===== config.mk =====
export PLATFORM = sky130hd
export DESIGN_NAME = key_entry_ctrl
export DESIGN_NICKNAME = d
export VERILOG_FILES = /design/src/rtl/key_entry_ctrl.sv
export SDC_FILE = /design/constraint.sdc
export NUM_CORES = 1
export LEC_CHECK = 0
export ABC_AREA = 1
export CORE_MARGIN = 2
export CORE_UTILIZATION = 54
export CTS_BUF_LIST = sky130_fd_sc_hd__clkbuf_8
export DETAILED_ROUTE_END_ITERATION = 8
export PLACE_DENSITY = 0.86
export SLEW_MARGIN = 20
export SYNTH_ARGS = -nofsm -noshare
export SYNTH_HDL_FRONTEND = slang
export SYNTH_SLANG_ARGS = --single-unit

===== constraint.sdc =====
create_clock -name clock -period 4 [get_ports clock]
set_input_delay 0.8 -clock clock [delete_from_list [all_inputs] [get_ports clock]]
set_output_delay 0.8 -clock clock [all_outputs]
set_load 0.005 [all_outputs]

===== src/rtl/key_entry_ctrl.sv =====
// Keypad front end for the calculator: turns key-press events into the operands, operator
// and strobes used by the arithmetic stage. Chained operators read the stage's answer back as V2.
module key_entry_ctrl #(
    parameter int DIGITS = 4
) (
    input  logic        clock,
    input  logic        reset,
    input  logic        key_valid,
    input  logic [4:0]  key_code,
    input  logic [16:0] answer,
    output logic [16:0] V1,
    output logic [16:0] V2,
    output logic [1:0]  opcode,
    output logic        newop,
    output logic        newhex,
    output logic        eq,
    output logic [1:0]  state_dbg
);

    localparam int CNT_W = $clog2(DIGITS + 1);

    typedef enum logic [1:0] {
        ST_FIRST  = 2'b00,
        ST_OPWAIT = 2'b01,
        ST_SECOND = 2'b10,
        ST_DONE   = 2'b11
    } state_t;

    state_t             state_q, state_d;
    logic [16:0]        v1_q, v1_d;
    logic [16:0]        v2_q, v2_d;
    logic [1:0]         opcode_q, opcode_d;
    logic               newop_q, newop_d;
    logic               newhex_q, newhex_d;
    logic               eq_q, eq_d;
    logic [CNT_W-1:0]   cnt_q, cnt_d;
    logic               kv_q, kv_d;

    logic               key_event;
    logic               is_digit;
    logic               is_op;
    logic               is_eq;
    logic               is_sign;
    logic               is_clr;
    logic [16:0]        v1_shifted;
    logic [16:0]        v1_fresh;
    logic               can_shift;

    // Only the rising edge of key_valid is a key press; codes above 0x15 are not keys.
    assign key_event  = key_valid & ~kv_q;
    assign is_digit   = key_event & ~key_code[4];
    assign is_op      = key_event & (key_code == 5'h10 || key_code == 5'h11 || key_code == 5'h12);
    assign is_eq      = key_event & (key_code == 5'h13);
    assign is_sign    = key_event & (key_code == 5'h14);
    assign is_clr     = key_event & (key_code == 5'h15);

    assign v1_shifted = {v1_q[16], v1_q[11:0], key_code[3:0]};
    assign v1_fresh   = {13'b0, key_code[3:0]};
    assign can_shift  = (cnt_q < CNT_W'(DIGITS));

    always_comb begin
        state_d  = state_q;
        v1_d     = v1_q;
        v2_d     = v2_q;
        opcode_d = opcode_q;
        cnt_d    = cnt_q;
        newop_d  = 1'b0;
        newhex_d = 1'b0;
        eq_d     = 1'b0;
        kv_d     = key_valid;

        if (is_clr) begin
            v1_d     = '0;
            v2_d     = '0;
            opcode_d = 2'b00;
            cnt_d    = '0;
            newop_d  = 1'b1;
            state_d  = ST_FIRST;
        end else begin
            case (state_q)
                ST_FIRST: begin
                    if (is_digit) begin
                        if (can_shift) begin
                            v1_d     = v1_shifted;
                            cnt_d    = cnt_q + CNT_W'(1);
                            newhex_d = 1'b1;
                        end
                    end else if (is_op) begin
                        v2_d     = v1_q;
                        v1_d     = '0;
                        cnt_d    = '0;
                        opcode_d = key_code[1:0];
                        newop_d  = 1'b1;
                        state_d  = ST_OPWAIT;
                    end else if (is_eq) begin
                        eq_d    = 1'b1;
                        state_d = ST_DONE;
                    end else if (is_sign) begin
                        v1_d     = {~v1_q[16], v1_q[15:0]};
                        newhex_d = 1'b1;
                    end
                end
                ST_OPWAIT: begin
                    if (is_digit) begin
                        v1_d     = v1_fresh;
                        cnt_d    = CNT_W'(1);
                        newhex_d = 1'b1;
                        state_d  = ST_SECOND;
                    end else if (is_op) begin
                        opcode_d = key_code[1:0];
                        newop_d  = 1'b1;
                    end else if (is_eq) begin
                        eq_d    = 1'b1;
                        state_d = ST_DONE;
                    end
                end
                ST_SECOND: begin
                    if (is_digit) begin
                        if (can_shift) begin
                            v1_d     = v1_shifted;
                            cnt_d    = cnt_q + CNT_W'(1);
                            newhex_d = 1'b1;
                        end
                    end else if (is_op) begin
                        // Chained calculation: the pending result becomes the held operand.
                        v2_d     = answer;
                        v1_d     = '0;
                        cnt_d    = '0;
                        opcode_d = key_code[1:0];
                        newop_d  = 1'b1;
                        state_d  = ST_OPWAIT;
                    end else if (is_eq) begin
                        eq_d    = 1'b1;
                        state_d = ST_DONE;
                    end else if (is_sign) begin
                        v1_d     = {~v1_q[16], v1_q[15:0]};
                        newhex_d = 1'b1;
                    end
                end
                ST_DONE: begin
                    if (is_digit) begin
                        // A digit after a result starts a brand-new calculation.
                        v1_d     = v1_fresh;
                        v2_d     = '0;
                        opcode_d = 2'b00;
                        cnt_d    = CNT_W'(1);
                        newhex_d = 1'b1;
                        newop_d  = 1'b1;
                        state_d  = ST_FIRST;
                    end else if (is_op) begin
                        v2_d     = answer;
                        v1_d     = '0;
                        cnt_d    = '0;
                        opcode_d = key_code[1:0];
                        newop_d  = 1'b1;
                        state_d  = ST_OPWAIT;
                    end else if (is_eq) begin
                        eq_d = 1'b1;
                    end
                end
                default: begin
                    state_d = ST_FIRST;
                end
            endcase
        end
    end

    always_ff @(posedge clock or negedge reset) begin
        if (!reset) begin
            state_q  <= ST_FIRST;
            v1_q     <= '0;
            v2_q     <= '0;
            opcode_q <= 2'b00;
            cnt_q    <= '0;
            newop_q  <= 1'b0;
            newhex_q <= 1'b0;
            eq_q     <= 1'b0;
            kv_q     <= 1'b1;
        end else begin
            state_q  <= state_d;
            v1_q     <= v1_d;
            v2_q     <= v2_d;
            opcode_q <= opcode_d;
            cnt_q    <= cnt_d;
            newop_q  <= newop_d;
            newhex_q <= newhex_d;
            eq_q     <= eq_d;
            kv_q     <= kv_d;
        end
    end

    // kv_q resets high so a key already held at reset release is not seen as a press.
    assign V1        = v1_q;
    assign V2        = v2_q;
    assign opcode    = opcode_q;
    assign newop     = newop_q;
    assign newhex    = newhex_q;
    assign eq        = eq_q;
    assign state_dbg = state_q;

endmodule


### Word-level counts from Yosys, hierarchy flattened

Index checks and enable logic that the tools add are counted.

* muxes and demuxes: 56
* bitwise operators: 9
* add/sub/neg operators: 1
* equality and inequality tests: 21
* magnitude comparators: 1
* reduce and logical (&&, ||, !) cells: 13

Operator list (count)
* 17-bit 2-to-1 mux: 14
* 17-bit case mux with 3 select lines: 2
* 5-bit == test, second input constant: 6
* 2-bit 2-to-1 mux: 12
* 3-bit 2-to-1 mux: 6
* 1-bit 2-to-1 mux: 16
* 16-bit 2-to-1 mux: 1
* 3-bit inequality test, second input constant: 4
* 3-bit case mux with 3 select lines: 1
* 4-bit by 1-bit inequality test with 1-bit output, second input constant: 2
* 4-bit inequality test, second input constant: 2
* 4-bit AND reduction: 2
* 1-bit bitwise AND: 6
* 3-bit by 2-bit inequality test with 1-bit output, second input constant: 2
* 2-bit case mux with 3 select lines: 1
* 5-bit AND reduction: 1
* 2-bit == test, second input constant: 2
* 4-bit by 2-bit inequality test with 1-bit output, second input constant: 1
* 4-bit by 3-bit inequality test with 1-bit output, second input constant: 1
* 1-bit case mux with 2 select lines: 2
* 2-bit case mux with 2 select lines: 1
* 4-bit nonzero test: 1
* 2-bit OR reduction: 2
* 4-bit OR reduction: 1
* other kinds (9): 12

* output and inout bits: 41
* register bits: 45
* bits of input ports: 25
* logic and storage cells: 111

### Depth between registers and ports, before layout

* depth in word-level cells: 9
* gate-level depth with buffers: 11
* mapped depth without buffers: 10

### Worst setup path after synthesis

Ideal clock, no wire load.

* kind: input to register
* from: input key_code[3]
* to: register v2_q[16] (netlist: V2[16])
* cell stages on the path: 11
* setup slack: 2102 ps
* data arrival time: 1780 ps
* library setup time: 118 ps
* path buffers: 1
* required time: 3882 ps
* cells stage by stage: inv_1 > nand2_1 > nor2_2 > nand2_2 > nand2_1 > nand2_2 > nor2_8 > inv_2 > buf_6 > nand2_1 > nand2_1

* longest elaborated chain between the ends: 8
* elaborated cells between the ends (all ways): 18
* those cells by class: eq/ne: 7; mux: 5; bitwise: 2; reduce/logical: 4

RTL lines
* start: declaration: line 9 `input logic [4:0] key_code,`
* 5-bit == test: line 52 `assign is_op = key_event & (key_code == 5'h10 || key_code == 5'h11 || key_code == 5'h12);`
* 1-bit logical OR (2 in a row): line 52
* 1-bit bitwise AND: line 52
* 17-bit 2-to-1 mux
* 17-bit 2-to-1 mux (on tied branches)
* 17-bit case mux with 3 select lines
* 17-bit 2-to-1 mux: line 72 `if (is_clr) begin`
* end signal: assignment: line 182 `v2_q <= v2_d;`
* end: declaration: line 31 `logic [16:0] v2_q, v2_d;`

Parallel ways exist; a longest one is shown, timed or not. The select of a mux whose other input is x is not followed.
A chain may end at the register's enable or synchronous reset.

### Worst setup path after layout

* from: input key_valid
* to: register v2_q[7] (netlist: V2[7])

* longest elaborated chain between the ends: 6
* elaborated cells between the ends (all ways): 14
* those cells by class: eq/ne: 3; mux: 5; bitwise: 4; reduce/logical: 2

RTL lines
* start: declaration: line 8 `input logic key_valid,`
* 1-bit bitwise AND *: line 50 `assign key_event = key_valid & ~kv_q;`
* 1-bit bitwise AND: line 52
* 17-bit 2-to-1 mux
* 17-bit 2-to-1 mux (on tied branches)
* 17-bit case mux with 3 select lines: line 80 `case (state_q)`
* 17-bit 2-to-1 mux: line 72

Mark *: on every way between the ends. The rest lies on a longest branch, timed or not. The select of a mux whose other input is x is not followed.

==> impl_metrics.toml <==
[critical_path]
path_max_fanout = 28
path_cells = "clkdlybuf4s50_1, nand2_2, nor2_2, nand2_2, nand2_1, nand2_2, nor2_8, inv_2, nand2_1, nand2_1"
crit_path_end_kind = "flop"
critPathKind = "in2reg"
crit_arrival_ns = 2.96
slowest_stage = "clkdlybuf4s50_1"
reg2regPathDepth = 8
required_ns = 4.20
critPathMaxStageDelay_ns = 0.54
start_kind = "input pin"
r2r_start = "kv_q"
r2r_slack_ns = 1.71
r2r-end = "V1[3]"

[yosys]
synth_edf_count = 0
synth_top_family_by_area = "simple AND/OR/NAND/NOR gates"
synth-adder-area-share_pct = 0.461
synthArstFlopShare_pct = 100
yosysMostFrequentCell = "nand2_1"
synth_top_flop_cell = "dfrtp_1"
synthesis.instances = 410
synth_top_cell_area_share_pct = 40.5
synth_area_sq_um = 2720
yosys-top-cells-count = "nand2_1 (166), inv_1 (62), nand3_1 (59), dfrtp_1 (44), nor2_1 (20)"
avgSynthCellArea_sq_um = 6.63
yosysTopAreaCell = "dfrtp_1"
ys_warn_count = 0
yosys_register_bits = 45
yosys-mux-area-fraction_pct = 0
seq_area_frac_synth_pct = 41.5
synth_compound_area_share_pct = 2.99
netlist_top_cells_area = "dfrtp_1 (41%), nand2_1 (23%), nand3_1 (11%), inv_1 (8.6%), nor2_1 (2.8%)"
synth_xor_area_share_pct = 0.322
syn_nets = 436
synth_cell_types = 26
synthSimpleGateAreaFrac_pct = 42.5

[power]
clkPwrFrac_pct = 20.6
sw_frac_of_total_pct = 39.6
seq_power_share_pct = 37.7
internal-power_mw = 1.04
leakage_nw = 1.90
p_sw_mw = 0.682
ir_drop_mv = 0.400
combPwrFrac_pct = 41.7
power_density_nw_per_um2 = 492

[sta]
maxSlewHeadroom_pct = 58.5
hold_viol = 0
fin_crit_ns = 2.76
rsz0062_at_grt = "no"
fin_crit_sh_pct = 68.9
tightest_slew_ns = 0.622
fmax_mhz = 363
fin_worst_skew_ns = 0.00778
fin_tns_setup_ns = 0
slew_violations = 0
setup_viol = 0
whs_ns = 0.479

[detailed_routing]
ant_nets = 0
viasPerCell = 5.24
drc = 0
routed_wl_um = 7360
dr.pass1.iters = 7
drt_iter0_drc = 216
wl_met2_um = 3670
wl_met3_um = 554
vias = 2812
wire_per_inst_um = 13.7
m1WireLength_um = 3050
routed.top_layer = "met4"

[clocking]
htreeDepth = 2
cts.path.max_buffers = 2
tritoncts.num_buffers = 5
clk_latency_ns = 0.31
cts_resized = 0
cts_root_buf = "clkbuf_8"
clkSinkCount = 45
cts.repair_timing.setup_buffer_count = 0
cts_hold_buf = 0
tritoncts = "built"
clk_pin_slew_ns = 0.09

[status]
outcome = "completed"

[cells_and_area]
n_antenna_cell = 0
drive_gt1_share_pct = 7.23
final_nets = 495
areaGrowthSynthToFinish_pct = 28.8
fin_cells = 537

[hold_path]
min_path_type = "in2async"

[global_routing]
antenna_found_initial = 0
grt_pass1_wl_um = 11600
grt_max_degree = 46
grt_use_total_pct = 27.5
grt_pass1_vias = 2495
overflow = 0

[floorplanning]
ioPinCount = 66
num_rows = 25
core-area_sq_um = 4790
die_w_um = 74.9
die_y_um = 74.9
die_area_sq_um = 5610
initial_core_util_pct = 56.8

[placement]
gp_congestion = 0.870
numPortBuffers = 65
hpwlAfterDp_um = 4980
placed_cells = 529

[job]
maxCapViolCount = 0
[layout by cell type (no fill, tap or decap), types with 4 or more instances in the layout]
cell type        netlist  layout
inv_1                 62      62
o21ai_1                5       5
nor2_1                20      20
nand2_1              166     166
inv_2                  5       5
nand3_1               59      59
nand2_2                8       8
clkdlybuf4s50_1        0      64
clkbuf_8               0       5
dfrtp_1               44      44
o21ai_0                5       5
nor2_2                 4       4
[final cells by class]
type                       count  area [sq um]
fill                         399          1290
multi-input combinational    283          1260
sequential                    45          1130
timing repair buffer          67           663
inverter                      67           251
tap                           67          83.8
clock buffer                   5          68.8
clock inverter                 3          46.3
[cells by family after synthesis]
| family | count (synthesis) |
|---|---|
| compound gates | 15 |
| xor+xnor | 1 |
| fa+ha+maj | 1 |
| buf+inv | 82 |
| flops | 45 |
| simple gates | 266 |
[metal layers]
layer	vias to the layer above	global-route usage, %
met5	-	0
met4	0	9.72
met3	9	5.22
met2	124	44.6
met1	1319	37.0
li1	1360	-
[worst max-delay path: cells and delay by family]
family	cells	cell delay, ns
buffers and inverters	2	0.76
AND/OR/NAND/NOR	8	1.39
[flip-flops by register name, summed over array words and instances, names as in the netlist]
| register | cells |
|---|---|
| V1 | 17 |
| newhex | 1 |
| eq | 1 |
| opcode | 2 |
| V2 | 17 |
| kv_q | 1 |
| cnt_q | 3 |
| state_dbg | 2 |
| newop | 1 |
[how the worst max path moves through the flow]
stage | startpoint | end | slack [ns] | depth (start not counted)
final | key_valid | V2[7] | 1.24 | 10
after floorplan | key_code[3] | V2[16] | 2.10 | 11
after detailed placement | key_valid | V2[14] | 0.96 | 10
after global placement | key_valid | V2[14] | 0.97 | 10
after CTS | key_code[3] | V1[3] | 1.27 | 9
after global routing | key_code[1] | V1[8] | 1.05 | 9
[stage by stage]
step	utilization (%)	setup slack, ns	power (mW)	instance area, sq um
after detailed placement	70.6	0.959	1.36	3380
after CTS	73.0	1.27	1.71	3500
after global placement	70.6	0.974	1.33	3380
after global routing	73.1	1.05	1.82	3500
after floorplan	-	2.10	1.07	2720
final	73.1	1.24	1.72	3500
[power by group through the flow]
stage	logic, mW	clock network [mW]	registers [mW]
after global routing	0.796	0.368	0.660
after detailed placement	0.703	0	0.653
after CTS	0.713	0.353	0.646
final	0.718	0.355	0.649
after floorplan	0.438	0	0.636
after global placement	0.683	0	0.651
Note: power is estimated with default switching activity, not from simulation.
